[config.mk]
export PLATFORM = sky130hd
export DESIGN_NAME = chess_display_flat
export DESIGN_NICKNAME = d
export VERILOG_FILES = /design/src/rtl/chess_display_if.sv /design/src/rtl/chess_display.sv /design/src/flat_wrapper.sv
export SDC_FILE = /design/constraint.sdc
export NUM_CORES = 1
export LEC_CHECK = 0
export CORE_MARGIN = 10
export CORE_UTILIZATION = 65
export DETAILED_ROUTE_END_ITERATION = 8
export PLACE_DENSITY = 0.86
export SLEW_MARGIN = 20
export SYNTH_ARGS = -nofsm -noshare
export SYNTH_HDL_FRONTEND = slang
export SYNTH_SLANG_ARGS = --single-unit
export TNS_END_PERCENT = 50
[constraint.sdc]
create_clock -name clk -period 9.05 [get_ports clk]
set_clock_uncertainty 0.15 [all_clocks]
set_input_delay 2.715 -clock clk [delete_from_list [all_inputs] [get_ports clk]]
set_output_delay 2.715 -clock clk [all_outputs]
set_load 0.02 [all_outputs]
[src/rtl/chess_display_if.sv]
// Display bus between the countdown stage and the 7-segment scanner:
// player times flow in, multiplexed anode/cathode/dp drive flows out.
interface chess_display_if;
   logic [5:0] min1;
   logic [5:0] seg1;
   logic [5:0] min2;
   logic [5:0] seg2;
   logic [7:0] anode;
   logic [6:0] cathode;
   logic       dp;

   modport master (
      output min1, seg1, min2, seg2,
      input  anode, cathode, dp
   );

   modport slave (
      input  min1, seg1, min2, seg2,
      output anode, cathode, dp
   );
endinterface

[src/rtl/chess_display.sv]
// Two-player mm:ss scanner for eight common-anode 7-segment digits.
// Inputs are captured once per frame, split into decimal digits and shown
// one digit per scan step; a player at 00:00 blinks. Outputs active-low.
module chess_display #(
   parameter int SCAN_DIV  = 100000,
   parameter int BLINK_DIV = 50000000
) (
   input  logic            clk,
   input  logic            rst,
   chess_display_if.slave  bus
);

   localparam int SCAN_W  = (SCAN_DIV  > 1) ? $clog2(SCAN_DIV)  : 1;
   localparam int BLINK_W = (BLINK_DIV > 1) ? $clog2(BLINK_DIV) : 1;
   localparam logic [SCAN_W-1:0]  SCAN_LAST  = SCAN_W'(SCAN_DIV - 1);
   localparam logic [BLINK_W-1:0] BLINK_LAST = BLINK_W'(BLINK_DIV - 1);

   // Field order matches index[2:1]: 0=seg2, 1=min2, 2=seg1, 3=min1
   logic [SCAN_W-1:0]  scan_cnt_q;
   logic [BLINK_W-1:0] blink_cnt_q;
   logic               blink_phase_q;
   logic [2:0]         index_q;
   logic               valid_q;     // set by the first frame start after reset
   logic [5:0]         snap_q [4];
   logic [5:0]         field_in [4];
   logic               tick;

   logic [6:0] tens_code  [4];
   logic [6:0] units_code [4];

   logic [7:0] anode_d,   anode_q;
   logic [6:0] cathode_d, cathode_q;
   logic       dp_d,      dp_q;

   assign tick = (scan_cnt_q == SCAN_LAST);

   assign field_in[0] = bus.seg2;
   assign field_in[1] = bus.min2;
   assign field_in[2] = bus.seg1;
   assign field_in[3] = bus.min1;

   function automatic logic [6:0] seg7(input logic [3:0] d);
      logic [6:0] c;
      case (d)
         4'd0:    c = 7'h40;
         4'd1:    c = 7'h79;
         4'd2:    c = 7'h24;
         4'd3:    c = 7'h30;
         4'd4:    c = 7'h19;
         4'd5:    c = 7'h12;
         4'd6:    c = 7'h02;
         4'd7:    c = 7'h78;
         4'd8:    c = 7'h00;
         4'd9:    c = 7'h10;
         default: c = 7'h7F;
      endcase
      return c;
   endfunction

   // Scan prescaler, digit index and once-per-frame input snapshot
   always_ff @(posedge clk) begin
      if (rst) begin
         scan_cnt_q <= '0;
         index_q    <= 3'd7;
         valid_q    <= 1'b0;
         for (int i = 0; i < 4; i++) snap_q[i] <= '0;
      end else begin
         scan_cnt_q <= tick ? '0 : scan_cnt_q + 1'b1;
         if (tick) begin
            index_q <= index_q + 3'd1;
            if (index_q == 3'd7) begin
               valid_q <= 1'b1;
               for (int i = 0; i < 4; i++) snap_q[i] <= field_in[i];
            end
         end
      end
   end

   // Free-running blink timebase, independent of the scan
   always_ff @(posedge clk) begin
      if (rst) begin
         blink_cnt_q   <= '0;
         blink_phase_q <= 1'b0;
      end else if (blink_cnt_q == BLINK_LAST) begin
         blink_cnt_q   <= '0;
         blink_phase_q <= ~blink_phase_q;
      end else begin
         blink_cnt_q   <= blink_cnt_q + 1'b1;
      end
   end

   genvar gi;
   generate
      for (gi = 0; gi < 4; gi++) begin : g_field
         logic [5:0] v;
         logic [3:0] tens, units;
         assign v = snap_q[gi];

         // Binary 0..59 to two decimal digits; 60..63 shows dashes
         always_comb begin
            tens  = 4'd0;
            units = 4'(v);
            if      (v >= 6'd50) begin tens = 4'd5; units = 4'(v - 6'd50); end
            else if (v >= 6'd40) begin tens = 4'd4; units = 4'(v - 6'd40); end
            else if (v >= 6'd30) begin tens = 4'd3; units = 4'(v - 6'd30); end
            else if (v >= 6'd20) begin tens = 4'd2; units = 4'(v - 6'd20); end
            else if (v >= 6'd10) begin tens = 4'd1; units = 4'(v - 6'd10); end
            if (v >= 6'd60) begin
               tens_code[gi]  = 7'h3F;
               units_code[gi] = 7'h3F;
            end else begin
               tens_code[gi]  = seg7(tens);
               units_code[gi] = seg7(units);
            end
         end
      end
   endgenerate

   // Select the current digit, apply blink blanking on expired players
   always_comb begin
      logic p1_zero, p2_zero;
      anode_d   = 8'hFF;
      cathode_d = 7'h7F;
      dp_d      = 1'b1;
      p1_zero   = (snap_q[3] == 6'd0) && (snap_q[2] == 6'd0);
      p2_zero   = (snap_q[1] == 6'd0) && (snap_q[0] == 6'd0);
      if (valid_q) begin
         anode_d   = ~(8'b1 << index_q);
         cathode_d = index_q[0] ? tens_code[index_q[2:1]] : units_code[index_q[2:1]];
         dp_d      = (index_q[1:0] == 2'b10) ? 1'b0 : 1'b1;
         if (blink_phase_q && p1_zero) anode_d[7:4] = 4'hF;
         if (blink_phase_q && p2_zero) anode_d[3:0] = 4'hF;
      end
   end

   // Output pipeline stage; reset reaches it through valid_q one edge later
   always_ff @(posedge clk) begin
      anode_q   <= anode_d;
      cathode_q <= cathode_d;
      dp_q      <= dp_d;
   end

   assign bus.anode   = anode_q;
   assign bus.cathode = cathode_q;
   assign bus.dp      = dp_q;

endmodule

[src/flat_wrapper.sv]
// flat-port wrapper written by rule: the top's interface ports become plain ports
module chess_display_flat 
#(
   parameter int SCAN_DIV  = 100000,
   parameter int BLINK_DIV = 50000000
)
  (clk, rst, bus_min1, bus_seg1, bus_min2, bus_seg2, bus_anode, bus_cathode, bus_dp);
  chess_display_if bus_i ();
  input  logic clk;
  input  logic rst;
  input wire logic [$bits(bus_i.min1)-1:0] bus_min1;
  input wire logic [$bits(bus_i.seg1)-1:0] bus_seg1;
  input wire logic [$bits(bus_i.min2)-1:0] bus_min2;
  input wire logic [$bits(bus_i.seg2)-1:0] bus_seg2;
  output wire logic [$bits(bus_i.anode)-1:0] bus_anode;
  output wire logic [$bits(bus_i.cathode)-1:0] bus_cathode;
  output wire logic [$bits(bus_i.dp)-1:0] bus_dp;
  assign bus_i.min1 = bus_min1;
  assign bus_i.seg1 = bus_seg1;
  assign bus_i.min2 = bus_min2;
  assign bus_i.seg2 = bus_seg2;
  assign bus_anode = bus_i.anode;
  assign bus_cathode = bus_i.cathode;
  assign bus_dp = bus_i.dp;
  chess_display #(.SCAN_DIV(SCAN_DIV), .BLINK_DIV(BLINK_DIV)) u_core (.clk(clk), .rst(rst), .bus(bus_i));
endmodule
==> key figures, run 1 <==
Clock tree
  • Hold Buf Count CTS: 0
  • Num CTS Buffers: 9
  • H-tree depth: 3
  • Clk sink count: 88
  • Root Buffer: clkbuf_8
  • Worst-path clk slew: 0.10 ns
  • Max Root-Sink Buffers: 2
  • CTS resizes: 0
  • Worst-Skew Late Latency: 0.37 ns
  • CTS tree: built
  • # Post-CTS Setup Buffers: 0

STA
  • Final setup viols: 0
  • Setup TNS: 0 ns
  • Slew @ Worst Pin: 1.019 ns
  • Achievable frequency: 0.2378 GHz
  • Tcrit/Tclk final: 0.4647
  • Unrepaired setup endpoints after global routing: no
  • Final slew viol count: 0
  • Final Hold Fails: 0
  • Max-slew headroom: 0.3173
  • Min Tclk post-route: 4.206 ns
  • Final worst slack: 4.844 ns

Critical path
  • Crit path buf inv count: 1
  • Reg2Reg Setup Slack: 5.23 ns
  • Crit path kind: flop to output pin
  • CP startpoint kind: flop
  • Peak fanout along the critical path: 1
  • CP peak stage delay: 0.62 ns
  • CP top delay family: buffers and inverters
  • Critical Path AT: 1.34 ns
  • Slowest CP cell: clkdlybuf4s50_1
  • End of the worst register-to-register path: u_core.bus.cathode[1]$_SDFF_PN1_
  • Critical-path cell list: clkdlybuf4s50_1
  • Reg2Reg Launch Point: u_core.snap_q[1][2]$_SDFFCE_PN0P_
  • Reg2reg path depth: 12
  • WP data required: 6.19 ns
  • Setup crit end kind: output pin

Drt
  • Drt via density: 6.371
  • DR vias: 5804
  • DRC Markers: 0
  • DR WL/cell: 17.67 um
  • Total wire length: 16090 um
  • DR iter-0 viols: 542
  • Detail Route Antenna Nets: 0
  • Pre-Repair DR Iteration Count: 6

Place
  • GP Congestion: 0.9209
  • Port Buffers: 41
  • Final HPWL DP: 11940 um
  • Pre-CTS setup slack: 4.166 ns
  • Placed cells: 895

Global route
  • Number of global-route vias before repair: 5574
  • GRT overflow: 0
  • Initial antenna violation count: 0
  • First-pass GRT wire length: 26360 um
  • Largest net degree at the start of global routing: 26
  • Global-route usage over all layers: 0.2175

Min path
  • Min-delay worst type: flop to flop
  • Hold Path End: u_core.blink_cnt_q[0]$_SDFF_PP0_
  • Worst hold start: u_core.blink_cnt_q[0]$_SDFF_PP0_
  • Hold path depth: 1

Synth
  • Number of flops mapped to enable cells by yosys: 24
  • Synth Area in Compound Gates: 0.2277
  • Synth area leader: dfxtp_1
  • Synth Cell Area: 6512 um^2
  • Main synth FF type: dfxtp_1
  • Sequential share of the synthesized area: 0.3074
  • Post-synth top area share: 0.1967
  • Synth unique cells: 100
  • Synthesis Warnings: 0
  • Xor/xnor cell area share of the yosys netlist: 0.05783
  • Simple-gate area share of the yosys netlist: 0.2515
  • Largest family of logic cells by synthesized area: simple AND/OR/NAND/NOR gates
  • Synth top area cells: dfxtp_1 (20%), edfxtp_1 (11%), ha_1 (10%)
  • #FFs+latches synth: 88
  • Post-synthesis mux area share: 0.004995
  • Synth async-reset ratio: 0
  • Synth Area in Adders: 0.09990
  • Synth Instances: 752
  • Net Count, Synth: 830
  • Syn_area_per_cell: 8.660 um^2

Floorplanning
  • Cell Rows: 36
  • I/O pins: 42
  • Initial Utilization: 0.6663
  • Core box area: 9774 um^2
  • Die X: 120.1 um
  • Die area: 14420 um^2
  • Die height: 120.1 um

Power
  • Max IR drop VDD: 87.05 uV
  • Total leakage power: 2.721 nW
  • Cell Pwr Density: 113.6 nW/um^2

Job
  • MaxCap Viol Count: 0

Final layout
  • Layout Nets: 851
  • Layout area overhead: 9.126%
  • Antenna cells: 0
  • Layout cell share with drive strength beyond 1: 0.06812
  • Non-Filler Instances: 911

Status
  • Status: completed
-- Yosys cell counts, types with 6 or more instances --
master / n
nor2_1: 79
dfxtp_1: 64
nand2_1: 60
ha_1: 52
inv_1: 45
nand3_1: 33
and2_1: 32
xor2_1: 26
a21oi_1: 25
edfxtp_1: 24
buf_2: 21
o21ai_0: 17
xnor2_1: 17
and3_1: 16
nor3_1: 12
a31oi_1: 10
o21a_1: 10
a211oi_1: 9
clkbuf_1: 8
nand4_1: 8
o211ai_1: 8
nand3b_1: 7
nor2b_1: 7
a21o_1: 6
o31ai_1: 6
-- registers in the layout (all words and copies together), names as in the netlist --
signal / flops
u_core.bus.cathode: 7
u_core.scan_cnt_q: 17
u_core.valid_q: 1
u_core.blink_phase_q: 1
u_core.snap_q: 24
u_core.bus.dp: 1
u_core.bus.anode: 8
u_core.index_q: 3
u_core.blink_cnt_q: 26
-- report_power, final --
group / internal (mW) / leakage, nW / switching [mW] / total, mW
clock: 0.101 / 0.0890 / 0.152 / 0.253
sequential: 0.409 / 0.765 / 0.0141 / 0.424
combinational: 0.0571 / 1.87 / 0.0735 / 0.131
-- how the worst max path moves through the flow --
stage / to / start / cells past startpoint / slack (ns)
after CTS: u_core.snap_q[2][3]$_SDFFCE_PN0P_ / rst / 3 / 4.56
final: bus_cathode[4] / u_core.bus.cathode[4]$_SDFF_PN1_ / 1 / 4.84
after global placement: u_core.snap_q[2][3]$_SDFFCE_PN0P_ / rst / 3 / 4.28
after global routing: u_core.snap_q[1][1]$_SDFFCE_PN0P_ / rst / 3 / 4.74
after detailed placement: u_core.snap_q[2][3]$_SDFFCE_PN0P_ / rst / 3 / 4.17
after floorplan: u_core.snap_q[0][0]$_SDFFCE_PN0P_ / rst / 3 / 4.91
-- layout by cell type (no fill, tap or decap), types with 6 or more instances in the layout --
master            n
o31ai_1           6
edfxtp_1         24
xnor2_1          17
nor2b_1           7
nor2_1           79
xor2_1           26
a211oi_1          9
o21a_1           10
o21ai_0          17
a21oi_1          25
a21o_1            6
and2_1           32
clkdlybuf4s50_1  41
and3_1           16
dfxtp_1          64
nand2_1          59
nand4_1           8
nand3b_1          7
nor3_1           12
a31oi_1          10
clkbuf_8          9
nand3_1          33
inv_1            45
o211ai_1          8
ha_1             52
-- final cells by class --
type	count	area (um^2)
timing repair buffer	42	417.9
inverter	45	168.9
clock buffer	10	127.6
fill	778	2668
multi-input combinational	587	4183
tap	133	166.4
sequential	88	2002
clock inverter	6	41.29
-- stage by stage --
step                      hold slack [ns]  utilization  area (um^2)  power, mW
after CTS                          0.3212       0.7268         7104     0.8052
after detailed placement           0.3002       0.7095         6935     0.5590
after global placement             0.2914       0.7095         6935     0.5528
after floorplan                    0.2461            -         6513     0.5249
final                              0.3178       0.7271         7107     0.8072
after global routing               0.3644       0.7271         7107     0.8398
-- per-layer routing --
layer,vias to the layer above,share of wire,global-route usage
li1,2786,-,-
met1,2752,0.43,0.2654
met2,226,0.49,0.3752
met3,40,0.058,0.03469
met4,0,0.023,0.08522
met5,-,0,0
-- cells by family after synthesis --
kind of cell | count (synthesis)
mux | 3
fa+ha+maj | 52
xor+xnor | 43
buf+inv | 77
flops | 88
compound gates | 182
simple gates | 307
(Power assumes the default switching activity.)
==> run 2: changes to the inputs <==
- CORE_UTILIZATION: 65 -> 61
- PLACE_DENSITY: 0.86 -> 0.82
- clock period: 9.05 -> 4.32 ns (I/O delays scaled with it)
==> run 2 against run 1 <==
Compared with the run above: critical path depth rose by 11; cell area increased by 0.21%; routed wire length down 3.0%; count of clock-buffer cells in the layout is 1 lower; clock power grew 110%; die area grew 5.5%; largest cell class unchanged; largest power group unchanged; highest routed layer unchanged.
==> key figures, run 2 (synthesized netlist as in run 1, its figures left out) <==
Status
  • Status: completed

Critical path
  • Peak fanout along the critical path: 8 (+7)
  • Crit path kind: flop to flop
  • Reg2reg path depth: 12 (unchanged)
  • Reg2Reg Setup Slack: 0.69 ns (-4.54 ns)
  • WP data required: 4.44 ns (-1.75 ns)
  • Critical Path AT: 3.75 ns (+2.41 ns)
  • Critical Path Source: u_core.snap_q[1][2]$_SDFFCE_PN0P_
  • Setup crit end kind: flop
  • CP startpoint kind: flop
  • Reg2Reg Launch Point: u_core.snap_q[1][2]$_SDFFCE_PN0P_
  • Critical Path End: u_core.bus.cathode[1]$_SDFF_PN1_
  • End of the worst register-to-register path: u_core.bus.cathode[1]$_SDFF_PN1_

Floorplanning
  • Die height: 123.3 um (+2.7%)
  • I/O pins: 42 (unchanged)
  • Core box area: 10370 um^2 (+6.1%)
  • Die X: 123.3 um (+2.7%)
  • Cell Rows: 37 (+2.8%)
  • Die area: 15210 um^2 (+5.5%)
  • Initial Utilization: 0.6280 (-0.03827)

Final layout
  • Layout fillers: 846 (+8.7%)
  • Top flop regs: u_core.blink_cnt_q x26, u_core.snap_q x24, u_core.scan_cnt_q x17
  • Layout cell share with drive strength beyond 1: 0.06932 (+0.001196)
  • Antenna cells: 0 (unchanged)
  • Layout Nets: 852 (+0.12%)
  • Max reg flops: 26 (unchanged)
  • Commonest non-fill, non-tap cell in the layout: nor2_1
  • Layout area overhead: 9.356%
  • Most frequent cells in the layout: nor2_1 (79), dfxtp_1 (64), nand2_1 (60)
  • Most flop-heavy register: u_core.blink_cnt_q

Drt
  • DRC Markers: 0 (unchanged)
  • Drt via density: 6.333 (-0.59%)
  • DR WL/cell: 17.06 um (-3.4%)
  • DR vias: 5795 (-0.16%)
  • Detail Route Antenna Nets: 0 (unchanged)
  • DR iter-0 viols: 591 (+9.0%)
  • Total wire length: 15610 um (-3.0%)
  • Pre-Repair DR Iteration Count: 5 (-1)

Clock tree
  • Worst-path clk slew: 0.10 ns (about the same)
  • Max Root-Sink Buffers: 2 (unchanged)
  • Num CTS Buffers: 9 (unchanged)
  • Clk sink count: 88 (unchanged)
  • CTS resizes: 0 (unchanged)
  • # Post-CTS Setup Buffers: 0 (unchanged)
  • Root Buffer: clkbuf_8
  • Worst-Skew Late Latency: 0.37 ns (about the same)
  • CTS tree: built
  • H-tree depth: 3 (unchanged)
  • Hold Buf Count CTS: 0 (unchanged)

Place
  • GP Congestion: 1.008 (+9.5%)
  • Port Buffers: 41 (unchanged)
  • Final HPWL DP: 11900 um (-0.27%)

STA
  • Max-slew headroom: 0.3494 (+0.03203)
  • Final setup viols: 0 (unchanged)
  • Setup TNS: 0 ns (unchanged)
  • Slew @ Worst Pin: 0.9714 ns (-0.04782 ns)
  • Achievable frequency: 0.2758 GHz
  • Min Tclk post-route: 3.625 ns
  • Hold slack: 0.3230 ns (+0.005250 ns)
  • Final slew viol count: 0 (unchanged)
  • Unrepaired setup endpoints after global routing: no
  • Tcrit/Tclk final: 0.8392
  • Final Hold Fails: 0 (unchanged)

Global route
  • Largest net degree at the start of global routing: 26 (unchanged)
  • GR peak layer: met2
  • Initial antenna violation count: 0 (unchanged)
  • GRT overflow: 0 (unchanged)
  • Number of global-route vias before repair: 5403 (-3.1%)
  • GRT met2 Usage: 0.3412 (-0.03396)
  • M3 GR Usage: 0.03965 (+0.004961)
  • First-pass GRT wire length: 25880 um (-1.9%)
  • Routing usage on met1: 0.2588 (-0.006601)
  • Global-route usage over all layers: 0.2070 (-0.01057)

Power
  • Total leakage power: 2.725 nW (+0.14%)
  • Cell Pwr Density: 236.6 nW/um^2 (+110%)
  • Max IR drop VDD: 257.3 uV (+200%)

Min path
  • Min-delay worst type: flop to flop

Job
  • MaxCap Viol Count: 0 (unchanged)
-- run 2: changes by cell type in the layout (fill, tap and decap cells not counted), sizes merged --
cell / delta
clkbuf: -1
buf: +1
clkinvlp: +1
-- run 2: layout make-up --
| class | instances | area [um^2] | share of cell area |
|---|---|---|---|
| inverters | 45 | 168.9 | 0.02372 |
| clock buffers | 9 | 123.9 | 0.01739 |
| well taps | 136 | 170.2 | 0.02389 |
| multi-input cells | 587 | 4180 | 0.5870 |
| clock inverters | 7 | 51.30 | 0.007203 |
| flip-flops and latches | 88 | 2002 | 0.2811 |
| repair buffers | 43 | 425.4 | 0.05973 |
-- run 2: critical path, cell delays in order, from the launching register on --
cell       delay [ns]
edfxtp_1         0.53
inv_1            0.19
ha_1             0.30
a2111oi_2        0.52
a211oi_1         0.19
o21ai_0          0.20
a32o_1           0.32
inv_1            0.12
ha_1             0.31
nand2_1          0.05
a21oi_1          0.19
a2111oi_2        0.08
o41a_1           0.38
-- run 2: layer usage --
layer | vias to the layer above | share of wire
li1 | 2791 | -
met1 | 2704 | 0.43
met2 | 260 | 0.47
met3 | 40 | 0.074
met4 | 0 | 0.030
met5 | - | 0
-- run 2: report_power, final --
| part | internal (mW) | leakage (nW) | switching [mW] |
|---|---|---|---|
| sequential | 0.858 | 0.765 | 0.0290 |
| clock | 0.213 | 0.0880 | 0.314 |
| combinational | 0.120 | 1.87 | 0.151 |
-- run 2: how the worst min path moves through the flow --
stage / to / depth (start not counted) / slack, ns / start
after global placement: u_core.scan_cnt_q[0]$_SDFF_PP0_ / 1 / 0.29 / u_core.scan_cnt_q[0]$_SDFF_PP0_
after detailed placement: u_core.blink_cnt_q[0]$_SDFF_PP0_ / 1 / 0.31 / u_core.blink_cnt_q[0]$_SDFF_PP0_
after global routing: u_core.bus.dp$_SDFF_PN1_ / 1 / 0.35 / u_core.valid_q$_SDFFE_PP0P_
after CTS: u_core.blink_cnt_q[0]$_SDFF_PP0_ / 1 / 0.33 / u_core.blink_cnt_q[0]$_SDFF_PP0_
final: u_core.blink_cnt_q[0]$_SDFF_PP0_ / 1 / 0.32 / u_core.blink_cnt_q[0]$_SDFF_PP0_
after floorplan: u_core.bus.dp$_SDFF_PN1_ / 1 / 0.25 / u_core.valid_q$_SDFFE_PP0P_
-- run 2: through the flow --
stage            util  cell area [um^2]  power (mW)  setup WS [ns]  instances
5_1_grt        0.6868              7122       1.749         0.4083        915
4_1_cts        0.6868              7122       1.684         0.7527        915
6_report       0.6868              7122       1.685         0.6947        915
2_1_floorplan       -              6513       1.100          1.134        752
3_5_place_dp   0.6699              6947       1.169         0.7748        899
3_3_place_gp   0.6699              6947       1.161         0.8865        899
==> run 3: changes to the inputs <==
- clock period: 4.32 -> 3.7 ns (I/O delays scaled with it)
==> run 3 against run 2 <==
Compared with the run above: cell count grew 0.87%; worst setup slack lost 0.48 ns; sequential power is 16% higher; global-route usage barely moved; combinational power up 20%; count of clock-buffer cells in the layout stayed put; largest cell class unchanged; worst hold slack better by 0.0063 ns; via count shrank 2.6%; die area unchanged; highest routed layer unchanged; register-to-register slack got worse by 0.48 ns; utilization grew 0.99 points.
==> key figures, run 3 (synthesized netlist as in run 1, its figures left out) <==
Status
  • Status: completed

Power
  • Total leakage power: 2.780 nW (+2.0%)
  • Total chip power: 2.049 mW (+22%)
  • Max IR drop VDD: 260.0 uV (+1.0%)
  • Cell Pwr Density: 283.6 nW/um^2 (+20%)

Critical path
  • WP data required: 3.82 ns (-0.62 ns)
  • Critical Path Source: u_core.snap_q[0][2]$_SDFFCE_PN0P_
  • Crit path kind: flop to flop
  • Setup crit end kind: flop
  • Reg2Reg Launch Point: u_core.snap_q[0][2]$_SDFFCE_PN0P_
  • Peak fanout along the critical path: 7 (-1)
  • End of the worst register-to-register path: u_core.bus.cathode[6]$_SDFF_PN1_
  • Critical Path AT: 3.61 ns (-0.14 ns)
  • CP startpoint kind: flop
  • Critical Path End: u_core.bus.cathode[6]$_SDFF_PN1_
  • Reg2Reg Setup Slack: 0.21 ns (-0.48 ns)
  • Reg2reg path depth: 11 (-1)

Clock tree
  • Max Root-Sink Buffers: 2 (unchanged)
  • Clk sink count: 88 (unchanged)
  • CTS tree: built
  • Worst-path clk slew: 0.10 ns (about the same)
  • Hold Buf Count CTS: 0 (unchanged)
  • Worst-Skew Late Latency: 0.37 ns (about the same)
  • Root Buffer: clkbuf_8
  • H-tree depth: 3 (unchanged)
  • Num CTS Buffers: 9 (unchanged)

Floorplanning
  • Die X: 123.3 um (unchanged)
  • I/O pins: 42 (unchanged)
  • Initial Utilization: 0.6280 (unchanged)
  • Die area: 15210 um^2 (unchanged)
  • Core box area: 10370 um^2 (unchanged)
  • Cell Rows: 37 (unchanged)
  • Die height: 123.3 um (unchanged)

Place
  • Port Buffers: 41 (unchanged)
  • Final HPWL DP: 11760 um (-1.2%)
  • Placed cells: 904 (+0.56%)
  • Dpl cell area: 6984 um^2 (+0.54%)
  • GP Congestion: 0.9862 (-2.2%)

Drt
  • DRC Markers: 0 (unchanged)
  • DR WL/cell: 17.00 um (-0.37%)
  • DR vias: 5647 (-2.6%)
  • DR iter-0 viols: 590 (-0.17%)
  • Total wire length: 15690 um (+0.51%)
  • Pre-Repair DR Iteration Count: 5 (unchanged)
  • Drt via density: 6.118 (-3.4%)
  • Detail Route Antenna Nets: 0 (unchanged)

Global route
  • Initial antenna violation count: 0 (unchanged)
  • Global-route usage over all layers: 0.2072 (+0.0002526)
  • First-pass GRT wire length: 25960 um (+0.32%)
  • Number of global-route vias before repair: 5395 (-0.15%)
  • Largest net degree at the start of global routing: 26 (unchanged)
  • GRT overflow: 0 (unchanged)

STA
  • Tcrit/Tclk final: 0.9431 (+0.1039)
  • Unrepaired setup endpoints after global routing: no
  • Final Hold Fails: 0 (unchanged)
  • Final setup viols: 0 (unchanged)
  • Achievable frequency: 0.2866 GHz (+3.9%)
  • Setup TNS: 0 ns (unchanged)
  • Final slew viol count: 0 (unchanged)
  • Max-slew headroom: 0.4062 (+0.05685)
  • Slew @ Worst Pin: 0.8866 ns (-0.08488 ns)
  • Min Tclk post-route: 3.489 ns (-0.1359 ns)

Final layout
  • Layout area overhead: 10.93%
  • Top flop regs: u_core.blink_cnt_q x26, u_core.snap_q x24, u_core.scan_cnt_q x17
  • Post-route design area: 7224 um^2 (+1.4%)
  • Max reg flops: 26 (unchanged)
  • Non-Filler Instances: 923 (+0.87%)
  • Layout Nets: 860 (+0.94%)
  • Most frequent cells in the layout: nor2_1 (79), dfxtp_1 (64), nand2_1 (60)
  • Layout cell share with drive strength beyond 1: 0.08005 (+0.01073)
  • Most flop-heavy register: u_core.blink_cnt_q
  • Antenna cells: 0 (unchanged)
  • Commonest non-fill, non-tap cell in the layout: nor2_1

Job
  • MaxCap Viol Count: 0 (unchanged)

Min path
  • Min-delay worst type: flop to flop
[run 3: worst min-delay path by stage]
stage | from | to | slack [ns] | cells after the start
3_3_place_gp | u_core.blink_cnt_q[0]$_SDFF_PP0_ | u_core.blink_cnt_q[0]$_SDFF_PP0_ | 0.29 | 1
6_report | u_core.scan_cnt_q[0]$_SDFF_PP0_ | u_core.scan_cnt_q[0]$_SDFF_PP0_ | 0.33 | 1
5_1_grt | u_core.scan_cnt_q[0]$_SDFF_PP0_ | u_core.scan_cnt_q[0]$_SDFF_PP0_ | 0.38 | 1
4_1_cts | u_core.scan_cnt_q[0]$_SDFF_PP0_ | u_core.scan_cnt_q[0]$_SDFF_PP0_ | 0.33 | 1
3_5_place_dp | u_core.scan_cnt_q[0]$_SDFF_PP0_ | u_core.scan_cnt_q[0]$_SDFF_PP0_ | 0.31 | 1
2_1_floorplan | u_core.valid_q$_SDFFE_PP0P_ | u_core.bus.dp$_SDFF_PN1_ | 0.25 | 1
[run 3: per-stage QoR]
stage          setup slack [ns]  hold slack (ns)  utilization
2_1_floorplan            0.5140           0.2461            -
3_3_place_gp             0.2466           0.2913       0.6735
3_5_place_dp             0.1006           0.3086       0.6735
4_1_cts                 0.08088           0.3303       0.6932
5_1_grt                 0.04716           0.3752       0.6967
6_report                 0.2106           0.3293       0.6967
[run 3: timing repair]
action                                  CTS  global route
endpoints found under the setup margin    0             4
gates resized for setup                   0             2
hold endpoints to repair                  0             0
setup buffers                             0             3
[run 3: area by class of cell]
type	count	area [um^2]
tap	136	170.2
sequential	88	2002
multi-input combinational	587	4194
fill	823	3146
clock buffer	9	123.9
timing repair buffer	51	485.5
inverter	45	168.9
clock inverter	7	80.08
[run 3: metal layers]
metal	vias to the layer above	share of wire	track usage
li1	2800	-	-
met1	2609	0.45	0.2707
met2	203	0.47	0.3375
met3	35	0.063	0.03510
met4	0	0.024	0.07496
met5	-	0	0
[run 3: critical path, stage by stage, from the launching register on]
cell       delay (ns)
edfxtp_1         0.48
inv_1            0.18
ha_1             0.27
a2111oi_4        0.54
a211oi_1         0.21
o21a_1           0.22
o21a_2           0.26
ha_1             0.20
mux2_2           0.26
a21oi_1          0.19
o21ai_1          0.10
a211o_1          0.31
[run 3: report_power, final]
group / total, mW / internal (mW) / switching [mW]
clock network: 0.689 / 0.320 / 0.369
registers: 1.03 / 1.00 / 0.0326
logic: 0.326 / 0.144 / 0.181
